===== src/rtl/rgmii_to_gmii.sv =====
// ----------------------------------------------------------------------------
// rgmii_to_gmii
// RGMII-to-GMII receive converter for the Ethernet MAC RX path.
//
// The 4-bit DDR RGMII bus is sampled on both edges of rgmii_rx_clk. The rising
// edge carries the low nibble and RX_DV. The falling edge carries the high
// nibble and RX_DV^RX_ER. Both halves of a byte are re-registered together on
// the following rising edge and presented as 8-bit SDR GMII. This is the
// same-edge-pipelined arrangement, so a byte whose low nibble is sampled at
// rising edge k appears on the outputs at rising edge k+1.
//
// rgmii_rx_clk is assumed to be already centre-aligned to the data. This block
// adds no clock delay.
//
// Ports
//   reset_n       in   1  asynchronous active-low reset, clears all state
//   rgmii_rx_clk  in   1  125 MHz RX clock, both edges used
//   rgmii_rxd     in   4  DDR data: low nibble on rise, high nibble on fall
//   rgmii_rx_ctl  in   1  DDR control: RX_DV on rise, RX_DV^RX_ER on fall
//   gmii_rx_clk   out  1  pass-through of rgmii_rx_clk, never gated
//   gmii_rxd      out  8  received byte {fall nibble, rise nibble}
//   gmii_rx_er    out  1  receive error
//   gmii_rx_dv    out  1  receive data valid
// ----------------------------------------------------------------------------
module rgmii_to_gmii (
    input  logic       reset_n,
    input  logic       rgmii_rx_clk,
    input  logic [3:0] rgmii_rxd,
    input  logic       rgmii_rx_ctl,
    output logic       gmii_rx_clk,
    output logic [7:0] gmii_rxd,
    output logic       gmii_rx_er,
    output logic       gmii_rx_dv
);

    logic [3:0] rise_d;
    logic       rise_c;
    logic [3:0] fall_d;
    logic       fall_c;

    // Set by the first rising edge after reset release. Until then the
    // capture registers may hold a falling-edge half with no matching rising
    // half, and that partial byte must not reach the outputs.
    logic       primed;

    assign gmii_rx_clk = rgmii_rx_clk;

    // Rising-edge capture and output stage.
    // NOTE: sequential state uses non-blocking assignments. The output stage
    // therefore reads the rise_d/rise_c values captured at the previous rising
    // edge while new values are captured in the same block. This gives the
    // one-cycle pipeline without extra holding registers.
    always_ff @(posedge rgmii_rx_clk or negedge reset_n) begin
        // NOTE: every register in this block, including the outputs, is
        // cleared asynchronously. The outputs therefore drop to zero as soon
        // as reset_n falls, even mid-frame, without waiting for a clock edge.
        if (!reset_n) begin
            rise_d     <= 4'h0;
            rise_c     <= 1'b0;
            primed     <= 1'b0;
            gmii_rxd   <= 8'h00;
            gmii_rx_dv <= 1'b0;
            gmii_rx_er <= 1'b0;
        end else begin
            rise_d <= rgmii_rxd;
            rise_c <= rgmii_rx_ctl;
            primed <= 1'b1;
            if (primed) begin
                gmii_rxd   <= {fall_d, rise_d};
                gmii_rx_dv <= rise_c;
                gmii_rx_er <= rise_c ^ fall_c;
            end else begin
                gmii_rxd   <= 8'h00;
                gmii_rx_dv <= 1'b0;
                gmii_rx_er <= 1'b0;
            end
        end
    end

    // Falling-edge capture of the high nibble and the DV^ER control half.
    always_ff @(negedge rgmii_rx_clk or negedge reset_n) begin
        if (!reset_n) begin
            fall_d <= 4'h0;
            fall_c <= 1'b0;
        end else begin
            fall_d <= rgmii_rxd;
            fall_c <= rgmii_rx_ctl;
        end
    end

endmodule


===== config.mk =====
export PLATFORM = sky130hd
export DESIGN_NAME = rgmii_to_gmii
export DESIGN_NICKNAME = d
export VERILOG_FILES = /design/src/rtl/rgmii_to_gmii.sv
export SDC_FILE = /design/constraint.sdc
export NUM_CORES = 1
export LEC_CHECK = 0
export CORE_UTILIZATION = 46
export CTS_BUF_LIST = sky130_fd_sc_hd__clkbuf_4 sky130_fd_sc_hd__clkbuf_8 sky130_fd_sc_hd__clkbuf_16
export DETAILED_ROUTE_END_ITERATION = 7
export PLACE_DENSITY = 0.78
export SLEW_MARGIN = 5
export SYNTH_ARGS = -nofsm -noshare
export SYNTH_HDL_FRONTEND = slang
export SYNTH_SLANG_ARGS = --single-unit

===== constraint.sdc =====
create_clock -name rgmii_rx_clk -period 2.05 [get_ports rgmii_rx_clk]
set_input_delay 0.205 -clock rgmii_rx_clk [delete_from_list [all_inputs] [get_ports rgmii_rx_clk]]
set_output_delay 0.205 -clock rgmii_rx_clk [all_outputs]
set_load 0.02 [all_outputs]

==> out/summary.txt <==
Total setup buffers inserted after CTS: 0
Worst R2R Path Depth: 2
Initial antenna violation count: 0
Layout area overhead: 41.9%
TritonRoute pass-1 iters: 1
Crit path capture type: output port
Crit-path max FO: 2
Hold buffers post-CTS: 0
Distinct cells, synth: 7
FP Rows: 12
Syn Inst Count: 34
WL per Instance: 10.7 um
Synth area leaders: dfrtp_1 66%, dfrtn_1 21%, and2_1 9.2%
Vias in the first global route: 348
Status: completed
CP startpoint: rgmii_rx_clk
Setup TNS Final: 0 ns
Initial Util: 0.520
Peak supply drop: 0.000768 V
Leakage: 0.402 nW
Max_cap viols: 0
Die Area: 1470 um2
CP startpoint kind: clock port
Gr ovfl total: 0
Die W: 38.4 um
Tightest Hold Check Type: in -> async
Post-DP HPWL: 567 um
Port Buffers: 17
Avg Cell Area, Syn: 17.9 um2
Commonest non-fill, non-tap cell in the layout: clkdlybuf4s50_1
Tot GR Track Use: 0.170
Commonest cells after routing, fill and taps aside: 17 x clkdlybuf4s50_1, 16 x dfrtp_1, 9 x and2_1
Core area: 1170 um2
Reg-to-reg critical path startpoint: fall_c
Routability cong.: 0.713
Diode count: 0
RSZ-0062 raised after global routing: no
Mapped Nets: 41
P per Cell Area: 985 nW/um2
DRC viols: 0
Top-area cell type share of the netlist area: 0.657
WL final: 792 um
Routed Antenna Nets: 0
Layout Skew: 0.0115 ns
Post-CTS resize count: 0
Sequential area share after synthesis: 0.862
Via count: 319
Dpl cells: 67
Setup-failing EPs final: 0
CP required: 1.85 ns
Mapped Area: 609 um2
First-pass GRT wire length: 1390 um
Layout Cells excl Fill: 74
CTS tree: built
Boundary Pins: 18
Later-pin clock latency in the skew report: 0.40 ns
Drt via density: 4.31
Reg clk slew, reported paths: 0.10 ns
Crit path DAT: 1.78 ns
Pin count of the biggest net entering global routing: 12
Proportion of layout cells with a drive suffix above 1: 0.183
DR iter-0 viols: 0
Die Span Y: 38.4 um
Crit Path Class: clk -> out
Hold Fails Final Rpt: 0
Synth area leader: dfrtp_1
Layout net count: 68
Max-slew violations: 0
Register bit total from synthesis: 21
Yosys warns: 0
## final cells by class
class,instances,area (um2)
Tap cell,14,17.5
Multi-Input combinational cell,12,76.3
Timing Repair Buffer,19,183
Sequential cell,21,526
Clock buffer,8,62.6
Fill cell,80,307
## metal layers
| layer | up-vias | global-route usage | wire length [um] |
|---|---|---|---|
| met1 | 148 | 0.144 | 276 |
| met3 | 0 | 0.0698 | 63 |
| met5 | - | 0 | 0 |
| li1 | 153 | - | - |
| met4 | 0 | 0.241 | 0 |
| met2 | 18 | 0.250 | 451 |
## synth_stat cells
| library cell | count |
|---|---|
| dfrtn_1 | 5 |
| conb_1 | 1 |
| and2_1 | 9 |
| dfrtp_1 | 16 |
| and2_2 | 1 |
| xor2_1 | 1 |
| buf_4 | 1 |
## sequential cells by signal (all words and copies together) (netlist names)
name / cells
fall_d: 4
rise_d: 4
fall_c: 1
gmii_rxd: 8
primed: 1
gmii_rx_dv: 1
gmii_rx_er: 1
rise_c: 1
## worst max-delay path, cell delays in order
cell and delay [ns]:
clkbuf_4 0.11, clkbuf_4 0.12, clkdlybuf4s50_1 0.52
## power breakdown
group / internal (W) / total [W] / leakage (nW) / switching [W]
logic: 0.0000373 / 0.0000682 / 0.109 / 0.0000310
registers: 0.000436 / 0.000443 / 0.257 / 0.00000673
clock network: 0.000187 / 0.000341 / 0.0361 / 0.000154
total: 0.000660 / 0.000852 / 0.402 / 0.000192
## worst paths after layout
path                                to  slack [ns]
hold / removal               rise_d[1]        0.10
min in group rgmii_rx_clk    rise_d[2]        0.26
setup / recovery           gmii_rx_clk        0.07
hold reg to reg            gmii_rxd[2]        0.47
setup reg to reg            gmii_rx_er        0.29
max in group asynchronous       fall_c        0.70
## logic make-up (layout without fill, tap and decap cells)
family	count (synthesis)	in the layout	share of synthesized area
other	1	1	0.00615
flip-flops	21	21	0.862
XOR/XNOR	1	1	0.0144
AND/OR/NAND/NOR	10	10	0.105
buffers and inverters	1	27	0.0123
## metrics by stage
step	worst slack (ns)	util	power [W]	hold slack [ns]	instance area, um2
floorplan	0.324	-	0.000529	-0.0906	609
global placement	0.240	0.693	0.000582	0.435	812
detailed placement	0.221	0.693	0.000586	0.444	812
CTS	0.0548	0.738	0.000867	0.118	865
global route	0.0359	0.738	0.000902	0.117	865
finish	0.0693	0.738	0.000852	0.104	865
No activity file was read; power rests on OpenSTA's default activity.
